==> config.mk <==
export PLATFORM = sky130hd
export DESIGN_NAME = multicycle_control
export DESIGN_NICKNAME = d
export VERILOG_FILES = /design/src/rtl/mips_ctrl_pkg.sv /design/src/rtl/mem_wait_timer.sv /design/src/rtl/multicycle_control.sv
export SDC_FILE = /design/constraint.sdc
export NUM_CORES = 1
export LEC_CHECK = 0
export BUFFER_PORTS_ARGS = -buffer_cell sky130_fd_sc_hd__buf_4
export CORE_MARGIN = 1.5
export CORE_UTILIZATION = 55
export CTS_BUF_LIST = sky130_fd_sc_hd__clkbuf_2 sky130_fd_sc_hd__clkbuf_4 sky130_fd_sc_hd__clkbuf_8
export CTS_CLUSTER_SIZE = 14
export DETAILED_ROUTE_END_ITERATION = 7
export MAX_ROUTING_LAYER = met4
export PLACE_DENSITY = 0.87
export SYNTH_ARGS = -nofsm -noshare
export SYNTH_HDL_FRONTEND = slang
export SYNTH_SLANG_ARGS = --single-unit
==> constraint.sdc <==
create_clock -name clk -period 3.94 [get_ports clk]
set_input_delay 0.197 -clock clk [delete_from_list [all_inputs] [get_ports clk]]
set_output_delay 0.197 -clock clk [all_outputs]
set_load 0.005 [all_outputs]
==> src/rtl/mips_ctrl_pkg.sv <==
// Shared encodings for the multicycle MIPS control unit: opcodes, ALU-op codes,
// FSM state codes and datapath mux selects.
package mips_ctrl_pkg;

   localparam logic [5:0] R_TYPE = 6'h00;
   localparam logic [5:0] J      = 6'h02;
   localparam logic [5:0] BEQ    = 6'h04;
   localparam logic [5:0] BNE    = 6'h05;
   localparam logic [5:0] ADDI   = 6'h08;
   localparam logic [5:0] ANDI   = 6'h0c;
   localparam logic [5:0] ORI    = 6'h0d;
   localparam logic [5:0] LUI    = 6'h0f;
   localparam logic [5:0] LW     = 6'h23;
   localparam logic [5:0] SW     = 6'h2b;

   localparam logic [2:0] ALU_LUI   = 3'b001;
   localparam logic [2:0] ALU_OR    = 3'b010;
   localparam logic [2:0] ALU_AND   = 3'b011;
   localparam logic [2:0] ALU_ADD   = 3'b100;
   localparam logic [2:0] ALU_ADDR  = 3'b101;
   localparam logic [2:0] ALU_SUB   = 3'b110;
   localparam logic [2:0] ALU_FUNCT = 3'b111;

   typedef enum logic [3:0] {
      ST_IDLE     = 4'd0,
      ST_FETCH    = 4'd1,
      ST_DECODE   = 4'd2,
      ST_MEM_ADDR = 4'd3,
      ST_MEM_RD   = 4'd4,
      ST_MEM_WB   = 4'd5,
      ST_MEM_WR   = 4'd6,
      ST_EXEC_R   = 4'd7,
      ST_WB_R     = 4'd8,
      ST_EXEC_I   = 4'd9,
      ST_WB_I     = 4'd10,
      ST_BRANCH   = 4'd11,
      ST_JUMP     = 4'd12,
      ST_FAULT    = 4'd13
   } state_t;

   localparam logic [1:0] PC_SRC_ALU    = 2'b00;
   localparam logic [1:0] PC_SRC_ALUOUT = 2'b01;
   localparam logic [1:0] PC_SRC_JUMP   = 2'b10;

   localparam logic [1:0] SRC_B_RT      = 2'b00;
   localparam logic [1:0] SRC_B_FOUR    = 2'b01;
   localparam logic [1:0] SRC_B_IMM     = 2'b10;
   localparam logic [1:0] SRC_B_IMM_SH2 = 2'b11;

   // Instruction-class dispatch out of DECODE; unknown opcodes trap.
   function automatic state_t decode_next(input logic [5:0] op);
      state_t nxt;
      case (op)
         R_TYPE:               nxt = ST_EXEC_R;
         ADDI, LUI, ORI, ANDI: nxt = ST_EXEC_I;
         LW, SW:               nxt = ST_MEM_ADDR;
         BEQ, BNE:             nxt = ST_BRANCH;
         J:                    nxt = ST_JUMP;
         default:              nxt = ST_FAULT;
      endcase
      return nxt;
   endfunction

   function automatic logic [2:0] imm_alu_op(input logic [5:0] op);
      logic [2:0] code;
      case (op)
         LUI:     code = ALU_LUI;
         ORI:     code = ALU_OR;
         ANDI:    code = ALU_AND;
         default: code = ALU_ADD;
      endcase
      return code;
   endfunction

endpackage

==> src/rtl/mem_wait_timer.sv <==
// Counts consecutive not-ready cycles of a memory access and flags the cycle
// in which the wait budget is exhausted.
module mem_wait_timer
   import mips_ctrl_pkg::*;
#(
   parameter int WAIT_LIMIT = 15
) (
   input  logic clk,
   input  logic reset,
   input  logic active,
   input  logic ready,
   output logic expired
);

   localparam int CNT_W = (WAIT_LIMIT > 0) ? $clog2(WAIT_LIMIT + 1) : 1;
   localparam logic [CNT_W-1:0] LIMIT = CNT_W'(WAIT_LIMIT);

   logic [CNT_W-1:0] count_q;
   logic [CNT_W-1:0] count_d;
   logic             waiting;

   // The counter stops at LIMIT so it never wraps on the cycle that expires.
   always_comb begin
      waiting = active & ~ready;
      expired = 1'b0;
      count_d = '0;
      if (WAIT_LIMIT > 0 && waiting) begin
         if (count_q == LIMIT) begin
            expired = 1'b1;
            count_d = count_q;
         end else begin
            count_d = count_q + CNT_W'(1);
         end
      end
   end

   always_ff @(posedge clk or posedge reset) begin
      if (reset) begin
         count_q <= '0;
      end else begin
         count_q <= count_d;
      end
   end

endmodule

==> src/rtl/multicycle_control.sv <==
// Multicycle MIPS control FSM: sequences fetch/decode/execute/memory/writeback,
// handshakes with memory, and traps illegal opcodes or stalled accesses.
module multicycle_control
   import mips_ctrl_pkg::*;
#(
   parameter int ALU_OP_WIDTH = 3,
   parameter int WAIT_LIMIT   = 15
) (
   input  logic                    clk,
   input  logic                    reset,
   input  logic [5:0]              opcode_i,
   input  logic                    zero_i,
   input  logic                    mem_ready_i,
   output logic                    pc_write_o,
   output logic [1:0]              pc_src_o,
   output logic                    i_or_d_o,
   output logic                    ir_write_o,
   output logic                    mem_read_o,
   output logic                    mem_write_o,
   output logic                    mem_to_reg_o,
   output logic                    reg_dst_o,
   output logic                    reg_write_o,
   output logic                    alu_src_a_o,
   output logic [1:0]              alu_src_b_o,
   output logic [ALU_OP_WIDTH-1:0] alu_op_o,
   output logic [3:0]              state_o,
   output logic                    fault_o
);

   generate
      if (ALU_OP_WIDTH < 3) begin : g_bad_alu_op_width
         $error("multicycle_control: ALU_OP_WIDTH must be at least 3");
      end
   endgenerate

   state_t     state_q;
   state_t     state_d;
   logic       mem_active;
   logic       wait_expired;
   logic [2:0] alu_code;

   assign mem_active = (state_q == ST_FETCH) || (state_q == ST_MEM_RD) ||
                       (state_q == ST_MEM_WR);

   mem_wait_timer #(
      .WAIT_LIMIT (WAIT_LIMIT)
   ) u_wait_timer (
      .clk     (clk),
      .reset   (reset),
      .active  (mem_active),
      .ready   (mem_ready_i),
      .expired (wait_expired)
   );

   always_comb begin
      state_d = state_q;
      case (state_q)
         ST_IDLE:     state_d = ST_FETCH;
         ST_FETCH: begin
            if (mem_ready_i)       state_d = ST_DECODE;
            else if (wait_expired) state_d = ST_FAULT;
         end
         ST_DECODE:   state_d = decode_next(opcode_i);
         ST_MEM_ADDR: state_d = (opcode_i == SW) ? ST_MEM_WR : ST_MEM_RD;
         ST_MEM_RD: begin
            if (mem_ready_i)       state_d = ST_MEM_WB;
            else if (wait_expired) state_d = ST_FAULT;
         end
         ST_MEM_WR: begin
            if (mem_ready_i)       state_d = ST_FETCH;
            else if (wait_expired) state_d = ST_FAULT;
         end
         ST_MEM_WB:   state_d = ST_FETCH;
         ST_EXEC_R:   state_d = ST_WB_R;
         ST_WB_R:     state_d = ST_FETCH;
         ST_EXEC_I:   state_d = ST_WB_I;
         ST_WB_I:     state_d = ST_FETCH;
         ST_BRANCH:   state_d = ST_FETCH;
         ST_JUMP:     state_d = ST_FETCH;
         ST_FAULT:    state_d = ST_FAULT;
         default:     state_d = ST_FAULT;
      endcase
   end

   always_ff @(posedge clk or posedge reset) begin
      if (reset) begin
         state_q <= ST_IDLE;
      end else begin
         state_q <= state_d;
      end
   end

   // Datapath controls are a pure decode of the current state, so an
   // asynchronous reset drops every strobe without waiting for a clock edge.
   always_comb begin
      pc_write_o   = 1'b0;
      pc_src_o     = PC_SRC_ALU;
      i_or_d_o     = 1'b0;
      ir_write_o   = 1'b0;
      mem_read_o   = 1'b0;
      mem_write_o  = 1'b0;
      mem_to_reg_o = 1'b0;
      reg_dst_o    = 1'b0;
      reg_write_o  = 1'b0;
      alu_src_a_o  = 1'b0;
      alu_src_b_o  = SRC_B_RT;
      alu_code     = 3'b000;
      fault_o      = 1'b0;
      case (state_q)
         ST_FETCH: begin
            mem_read_o  = 1'b1;
            alu_src_b_o = SRC_B_FOUR;
            alu_code    = ALU_ADD;
            ir_write_o  = mem_ready_i;
            pc_write_o  = mem_ready_i;
         end
         ST_DECODE: begin
            alu_src_b_o = SRC_B_IMM_SH2;
            alu_code    = ALU_ADD;
         end
         ST_EXEC_R: begin
            alu_src_a_o = 1'b1;
            alu_src_b_o = SRC_B_RT;
            alu_code    = ALU_FUNCT;
         end
         ST_WB_R: begin
            reg_dst_o   = 1'b1;
            reg_write_o = 1'b1;
         end
         ST_EXEC_I: begin
            alu_src_a_o = 1'b1;
            alu_src_b_o = SRC_B_IMM;
            alu_code    = imm_alu_op(opcode_i);
         end
         ST_WB_I: begin
            reg_write_o = 1'b1;
         end
         ST_MEM_ADDR: begin
            alu_src_a_o = 1'b1;
            alu_src_b_o = SRC_B_IMM;
            alu_code    = ALU_ADDR;
         end
         ST_MEM_RD: begin
            mem_read_o = 1'b1;
            i_or_d_o   = 1'b1;
         end
         ST_MEM_WB: begin
            mem_to_reg_o = 1'b1;
            reg_write_o  = 1'b1;
         end
         ST_MEM_WR: begin
            mem_write_o = 1'b1;
            i_or_d_o    = 1'b1;
         end
         ST_BRANCH: begin
            alu_src_a_o = 1'b1;
            alu_src_b_o = SRC_B_RT;
            alu_code    = ALU_SUB;
            pc_src_o    = PC_SRC_ALUOUT;
            pc_write_o  = ((opcode_i == BEQ) & zero_i) | ((opcode_i == BNE) & ~zero_i);
         end
         ST_JUMP: begin
            pc_src_o   = PC_SRC_JUMP;
            pc_write_o = 1'b1;
         end
         ST_FAULT: begin
            fault_o = 1'b1;
         end
         default: begin
            fault_o = 1'b0;
         end
      endcase
   end

   assign alu_op_o = ALU_OP_WIDTH'(alu_code);
   assign state_o  = state_q;

endmodule

# Yosys cells after proc, flatten, opt, wreduce, memory -nomap -nowiden
# Cells that the tools add are included.
# word_totals
register_bits,8
input_bits,10
output_inout_bits,21
# classes
addsub,1
n_eq_ne,24
mux,25
n_bitwise,6
reduce_logical,14
# ops
op,count
$pmux 4 s8,1
$eq 4x4->1 const B,7
$eq 6x4->1 const B,4
$mux 4,6
$pmux 4 s5,1
$eq 4x3->1 const B,4
$pmux 3 s5,1
$eq 6x3->1 const B,2
$eq 6x6->1 const B,2
$reduce_or 2->1,6
$mux 1,11
$pmux 3 s3,1
$eq 4x2->1 const B,2
$reduce_or 4->1,2
$eq 6x2->1 const B,1
$logic_not 6->1,1
$pmux 2 s3,1
$reduce_or 6->1,1
$add 4x1->4 const B,1
$eq 4x1->1 const B,1
$logic_not 4->1,1
$pmux 2 s2,1
$and 1x1->1,3
$pmux 1 s3,1
6 further kinds,8

# Logic depth before layout (Yosys ltp)
# Gate-level depths: netlist of run 1.
# depth
depth_word,8
ltp_mapped,6
ltp_nobuf,5

# Modules after synthesis
# Synthesis of run 1 repeated with hierarchy kept, for this count alone.
# unflattened
hier_cells,113
area_unflattened_um2,918.4
# modules_own_cells
mod,n_inst,cells_per_inst,area_per_inst_um2,seq_area_each_um2
multicycle_control,1,92,689.4,100.1
mem_wait_timer,1,21,229.0,100.1

# Least setup slack after synthesis of run 1
# No wires, ideal clock.
# synth_timing
path_type,reg-to-reg
from,reg u_wait_timer.count_q[0]
to,reg state_q[0] (netlist: state_o[0])
t_arrival_ns,1.469
required_time_ns,3.805
setup_slack_ns,2.337
path_stages_with_launch,6
n_path_buf,0
path_cell_list,dfrtp_1 ha_1 nand3_1 or3b_2 a21oi_1 o22ai_1
# synth_between
elab_chain_cells,6
# synth_lines
element,line_no,source
from (decl),mem_wait_timer.sv:18,logic [CNT_W-1:0] count_q;
from (signal assigned),mem_wait_timer.sv:41,count_q <= count_d;
$eq 4x4->1 *,mem_wait_timer.sv:28,if (count_q == LIMIT) begin
$mux 1 *,mem_wait_timer.sv:28,
$mux 1 *,mem_wait_timer.sv:27,if (WAIT_LIMIT > 0 && waiting) begin
$mux 4 *,--,
"$mux 4, on equally long branches",--,
$pmux 4 s8 *,--,
via state_d[0],multicycle_control.sv:37,state_t state_d;
to (signal assigned),multicycle_control.sv:89,state_q <= state_d;
to (decl),multicycle_control.sv:36,state_t state_q;
# Mark *: on every way through the listed nets, which the timed path passes. The rest lies on a longest branch.
# A chain may end at the register's enable or synchronous reset.

# Worst setup path after layout of run 1
# layout_timing
from,reg state_q[1] (netlist: state_o[1])
to,out alu_src_b_o[1]
# layout_between
elab_chain_cells,3
# layout_lines
element,line_no,source
$eq 4x4->1 or $eq 4x2->1 (tied branches),multicycle_control.sv:109,case (state_q)
$reduce_or 2->1 (no source line),--,
$pmux 2 s3 *,multicycle_control.sv:109,
to (decl),multicycle_control.sv:24,"output logic [1:0] alu_src_b_o,"
# Mark *: on every way between the ends. The rest lies on a longest branch, timed or not.

==> results of run 1 <==
routing by layer:
metal / GRT usage [%] / up-vias / routed length, µm
met3: 6.38 / 6 / 185
met5: - / - / 0
met2: 42.1 / 55 / 1070
li1: - / 478 / -
met4: 7.88 / 0 / 35
met1: 36.2 / 443 / 917
state kept, by name (all words and copies together), names as in the netlist:
register	count
state_o	4
u_wait_timer.count_q	4
kinds of logic (layout without fill, tap and decap cells):
kind of cell / count (synthesis) / after routing
and+or+nand+nor: 63 / 63
AOI/OAI and AO/OA: 27 / 27
buffers and inverters: 16 / 39
DFF: 8 / 8
xor gates and xnor gates: 4 / 4
adders and majority gates: 1 / 1
muxes: 1 / 1
worst paths after layout:
path / startpoint / to / cells after the start / slack, ns
setup / recovery: state_o[1] / alu_src_b_o[1] / 5 / 1.99
hold / removal: opcode_i[4] / state_o[1] / 2 / 0.15
setup reg to reg: u_wait_timer.count_q[0] / state_o[0] / 5 / 2.17
hold reg to reg: u_wait_timer.count_q[1] / u_wait_timer.count_q[1] / 2 / 0.59
max in group asynchronous: reset / state_o[3] / 3 / 3.26
min in group asynchronous: reset / state_o[0] / 3 / 0.44
timing repair:
action,4_1_cts,5_1_grt
gates resized for setup,0,0
hold buffers,1,0
endpoints found under the setup margin,0,0
hold endpoints to repair,8,0
metrics by stage:
| stage | hold slack (ns) | cell area (µm²) | instances |
|---|---|---|---|
| 6_report | 0.148 | 1070 | 159 |
| 5_1_grt | 0.163 | 1070 | 159 |
| 4_1_cts | 0.151 | 1070 | 159 |
| 3_5_place_dp | 0.165 | 1030 | 155 |
| 3_3_place_gp | 0.159 | 1030 | 155 |
| 2_1_floorplan | 0.0127 | 891 | 120 |
cell type report:
cell class                      count  area, µm²  area share, %
Clock buffer                        3       22.5           2.11
Inverter                            5       18.8           1.76
Multi-Input combinational cell     96        571           53.5
Sequential cell                     8        200           18.8
Tap cell                           16       20.0           1.88
Timing Repair Buffer               31        235           22.0
worst max-delay path, stage by stage (launching register included):
cell and delay, ns:
dfrtp_1 0.69, nand2b_1 0.34, inv_1 0.09, a21oi_1 0.16, nor2_1 0.05, buf_4 0.15
power by group through the flow:
stage                      Clock, W  Sequential (W)  Combinational (W)
final                     0.0000631        0.000192           0.000384
after global routing      0.0000673        0.000203           0.000427
after CTS                 0.0000640        0.000190           0.000384
after detailed placement          0        0.000191           0.000380
after global placement            0        0.000189           0.000371
after floorplan                   0        0.000129           0.000317
cells in the final DEF, fill, tap and decap left out, drive strengths merged, types with 2 or more instances in the layout:
| cell | count |
|---|---|
| a21oi | 3 |
| dfrtp | 8 |
| nor3b | 2 |
| nor2b | 2 |
| xnor2 | 3 |
| nor3 | 9 |
| nand2b | 5 |
| nor4 | 2 |
| nand4 | 2 |
| clkbuf | 3 |
| a31oi | 3 |
| o21a | 2 |
| inv | 5 |
| nand2 | 9 |
| nand3 | 5 |
| o22ai | 2 |
| o311ai | 3 |
| o21ai | 4 |
| a21boi | 3 |
| nor2 | 20 |
| buf | 30 |
==> impl_metrics.tcl, run 1 <==
set metrics [dict create \
    status "complete, no violations" \
    total_power_w 0.000639 \
    power_density_nw_per_um2 599 \
    diodes 0 \
    io_buffers 30 \
    critPathKind "flip-flop to output pin" \
    drtIter0Drc 73 \
    gp_congestion 0.835 \
    syn2layout_area_growth_pct 19.8 \
    first_pass_iters 5 \
    fin_ws_ns 1.99 \
    rsz0062_at_grt "no" \
    dpl_worst_slack_ns 2.21 \
    p_seq_share_pct 30.0 \
    end_kind "output pin" \
    synthDistinctLibCells 43 \
    synthFlopType "dfrtp_1" \
    fin_tns_setup_ns 0 \
    power.share.switching_pct 46.3 \
    htreeDepth 1 \
    synth_compound_area_share_pct 21.5 \
    relSlewSlack_pct 62.8 \
    period_needed_ns 1.95 \
    grt_max_degree 21 \
    max_slew.worst_pin.slew_ns 0.558 \
    fillers 127 \
    crit_fanout 20 \
    hold_path_class "primary input to flip-flop" \
    grt_pass1_wl_um 3750 \
    vdd_ir_drop_max_mv 0.284 \
    die_w_um 43.2 \
    p_comb_share_pct 60.1 \
    yosys.area.top_type "dfrtp_1" \
    synth_top_area_share_pct 22.5 \
    fin_util_pct 70.8 \
    rows 14 \
    grt_overflow 0 \
    critPathRequiredTime_ns 3.74 \
    synthMuxAreaShare_pct 1.12 \
    power.switching_w 0.000296 \
    wirelength_um 2200 \
    cts_tree "yes" \
    synth-edff-count 0 \
    drv_cap 0 \
    synth_xor_area_share_pct 3.93 \
    grt_util_all_layers_pct 27.5 \
    vias 982 \
    die_h_um 43.2 \
    drive_above_1_share_pct 23.8 \
    tritoncts.num_buffers 3 \
    antenna_found_initial 0 \
    synth_area_um2 891 \
    synth.most_common_cell "nor2_1" \
    synth_common_cells "nor2_1 (20), nand2_1 (9), nor3_1 (9)" \
    fp.coreArea_um2 1510 \
    clock_latency_ns 0.26 \
    ys_async_sr_fraction_pct 100 \
    fin_crit_sh_pct 49.5 \
    total_leakage_power_nw 0.485 \
    dp_hpwl_um 1640 \
    layout.nets 156 \
    synth_adder_area_share_pct 1.40 \
    power.internal_w 0.000343 \
    start_util_pct 59.1 \
    path_clk_slew_ns 0.06 \
    seq_area_frac_synth_pct 22.5 \
    avgSynthCellArea_um2 7.42 \
    clk_path_buf_depth 2 \
    slew_violations 0 \
    fmax_mhz 513 \
    synth_top_family_by_area "simple AND/OR/NAND/NOR gates" \
    viasPerCell 6.18 \
    setup_violations 0 \
    grt_pass1_vias 843 \
    start_kind "flip-flop" \
    clock_sinks 8 \
    wl_per_cell_um 13.9 \
    synth_fp_nets 131 \
    antenna_left 0 \
    cts_root_buffer "clkbuf_4" \
    cts_setup_buffers 0 \
    die_area_um2 1870 \
    synth_area_leaders "dfrtp_1 (22%), nor2_1 (8.4%), nor3_1 (5.1%)" \
    num_io_pins 31 \
    arrival_ns 1.75 \
    synthCells 120 \
    synth-seq-cells 8 \
    yosys_warnings 0 \
    p_clk_share_pct 9.9 \
    hold_viol_final 0 \
    yosys.area_share.simple_pct 36.1 \
    drc 0 \
    fin_skew_ns 0.00939 \
]
Note: power is estimated with default switching activity, not from simulation.
==> run 2: changes to the inputs <==
--- a/config.mk
+++ b/config.mk
@@ -7,12 +7,12 @@
 export LEC_CHECK = 0
 export BUFFER_PORTS_ARGS = -buffer_cell sky130_fd_sc_hd__buf_4
 export CORE_MARGIN = 1.5
-export CORE_UTILIZATION = 55
+export CORE_UTILIZATION = 46
 export CTS_BUF_LIST = sky130_fd_sc_hd__clkbuf_2 sky130_fd_sc_hd__clkbuf_4 sky130_fd_sc_hd__clkbuf_8
 export CTS_CLUSTER_SIZE = 14
 export DETAILED_ROUTE_END_ITERATION = 7
 export MAX_ROUTING_LAYER = met4
-export PLACE_DENSITY = 0.87
+export PLACE_DENSITY = 0.77
 export SYNTH_ARGS = -nofsm -noshare
 export SYNTH_HDL_FRONTEND = slang
 export SYNTH_SLANG_ARGS = --single-unit
==> constraint.sdc (replaced) <==
create_clock -name clk -period 1.7 [get_ports clk]
set_input_delay 0.085 -clock clk [delete_from_list [all_inputs] [get_ports clk]]
set_output_delay 0.085 -clock clk [all_outputs]
set_load 0.005 [all_outputs]
==> run 2 against run 1 <==
Effect of this change: via count is 0.71% higher; core utilization fell by 6.3 points; die area increased by 18%; sequential share of layout area decreased by 0.85 points; wire length rose by 3.5%; final cell count rose by 9.4%; critical path type unchanged; largest cell class unchanged; largest power group unchanged.
==> impl_metrics.tcl, run 2 (synthesis results as in run 1) <==
set metrics [dict create \
    syn2layout_area_growth_pct 27.8 \
    end_kind "output pin" \
    grt_util_all_layers_pct 23.1 \
    cts_setup_buffers 0 \
    gp_congestion 0.806 \
    arrival_ns 1.56 \
    fp.coreArea_um2 1760 \
    period_needed_ns 1.64 \
    antenna_left 0 \
    grt_max_degree 14 \
    fillers 175 \
    layout.nets 162 \
    cts_tree "yes" \
    multi_input_area_um2 582 \
    drv_cap 0 \
    layout_common_cells "buf_4 (36), nor2_1 (19), nand2_1 (9), nor3_1 (9)" \
    fin_crit_sh_pct 96.7 \
    regArea_um2 204 \
    io_buffers 30 \
    path_clk_slew_ns 0.06 \
    start_kind "flip-flop" \
    grt_overflow 0 \
    antenna_found_initial 0 \
    total_power_w 0.00159 \
    grt_pass1_wl_um 3480 \
    tritoncts.num_buffers 3 \
    viasPerCell 5.68 \
    grt_pass1_vias 782 \
    critPathKind "flip-flop to output pin" \
    die_h_um 47.0 \
    fmax_mhz 608 \
    wirelength_um 2280 \
    hold_viol_final 0 \
    design_area_um2 1140 \
    fin_skew_ns 0.0166 \
    num_io_pins 31 \
    crit_fanout 6 \
    regToRegSetupSlack_ns 0.12 \
    clock_sinks 8 \
    diodes 0 \
    clk_path_buf_depth 2 \
    rows 15 \
    max_slew.worst_pin.slew_ns 0.428 \
    drc 0 \
    critPathRequiredTime_ns 1.62 \
    drive_above_1_share_pct 30.9 \
    cts_root_buffer "clkbuf_4" \
    total_leakage_power_nw 0.511 \
    drtIter0Drc 41 \
    slew_violations 0 \
    vias 989 \
    place_area_um2 1090 \
    die_area_um2 2210 \
    relSlewSlack_pct 71.1 \
    die_w_um 47.0 \
    start_util_pct 50.5 \
    clock_latency_ns 0.27 \
    power_density_nw_per_um2 1400 \
    status "complete, no violations" \
    layout_commonest_cell "buf_4" \
    dp.cells 170 \
    first_pass_iters 4 \
    setup_violations 0 \
    hold_path_class "primary input to flip-flop" \
    htreeDepth 1 \
    vdd_ir_drop_max_mv 0.555 \
    wl_per_cell_um 13.1 \
    final_cell_count_no_fill 174 \
    dp_hpwl_um 1710 \
]
[run 2: changes by cell type in the layout (fill, tap and decap cells not counted)]
| cell | before | now |
|---|---|---|
| buf_4 | 30 | 36 |
| dfrtp_1 | 8 | 5 |
| dfrtp_2 | 0 | 3 |
| nand2b_1 | 5 | 4 |
| nand2b_2 | 0 | 1 |
| nor2_1 | 20 | 19 |
| nor2_2 | 0 | 1 |
| nor4_1 | 2 | 1 |
| nor4_2 | 0 | 1 |
[run 2: per-stage QoR]
| step | setup slack, ns | utilization, % | hold slack, ns | setup TNS (ns) |
|---|---|---|---|---|
| 2_1_floorplan | 0.0968 | - | -0.0993 | 0 |
| 3_3_place_gp | 0.195 | 61.8 | 0.0604 | 0 |
| 3_5_place_dp | 0.151 | 61.8 | 0.0602 | 0 |
| 4_1_cts | 0.0366 | 63.7 | 0.0301 | 0 |
| 5_1_grt | -0.0521 | 64.5 | 0.0439 | -0.0521 |
| 6_report | 0.0563 | 64.5 | 0.0321 | 0 |
[run 2: cell type report]
class,instances,area share (%)
inverter,5,1.65
timing repair buffer,37,24.6
tap,25,2.75
multi-input combinational,96,51.1
sequential,8,17.9
clock buffer,3,1.98
[run 2: critical path, stage by stage, from the launching register on]
cell	delay [ns]
dfrtp_1	0.46
nand2b_2	0.27
nor4_2	0.33
o21a_1	0.15
buf_4	0.10
[run 2: metal layers]
layer | part of all wire [%] | global-route usage [%] | up-vias
met5 | 0 | - | -
met3 | 6.1 | 4.62 | 4
met1 | 44 | 30.9 | 449
met4 | 1.2 | 8.33 | 0
met2 | 49 | 34.2 | 39
li1 | - | - | 497
[run 2: worst paths after layout]
kind,to,depth (start not counted),from
max,alu_op_o[0],4,state_o[2]
min reg2reg,u_wait_timer.count_q[1],2,u_wait_timer.count_q[1]
min,state_o[1],2,opcode_i[4]
max reg2reg,state_o[0],5,u_wait_timer.count_q[0]
min in group asynchronous,u_wait_timer.count_q[0],3,reset
max in group asynchronous,state_o[0],3,reset
[run 2: report_power, final]
group	internal, W	switching [W]	total [W]
Clock	0.0000811	0.0000703	0.000151
Combinational	0.000545	0.000528	0.00107
Sequential	0.000251	0.000113	0.000364
[run 2: what timing repair did]
item / in CTS / in global routing
setup endpoints to repair: 0 / 3
hold buffers: 1 / 0
endpoints found under the hold margin: 8 / 0
gates resized for setup: 0 / 6
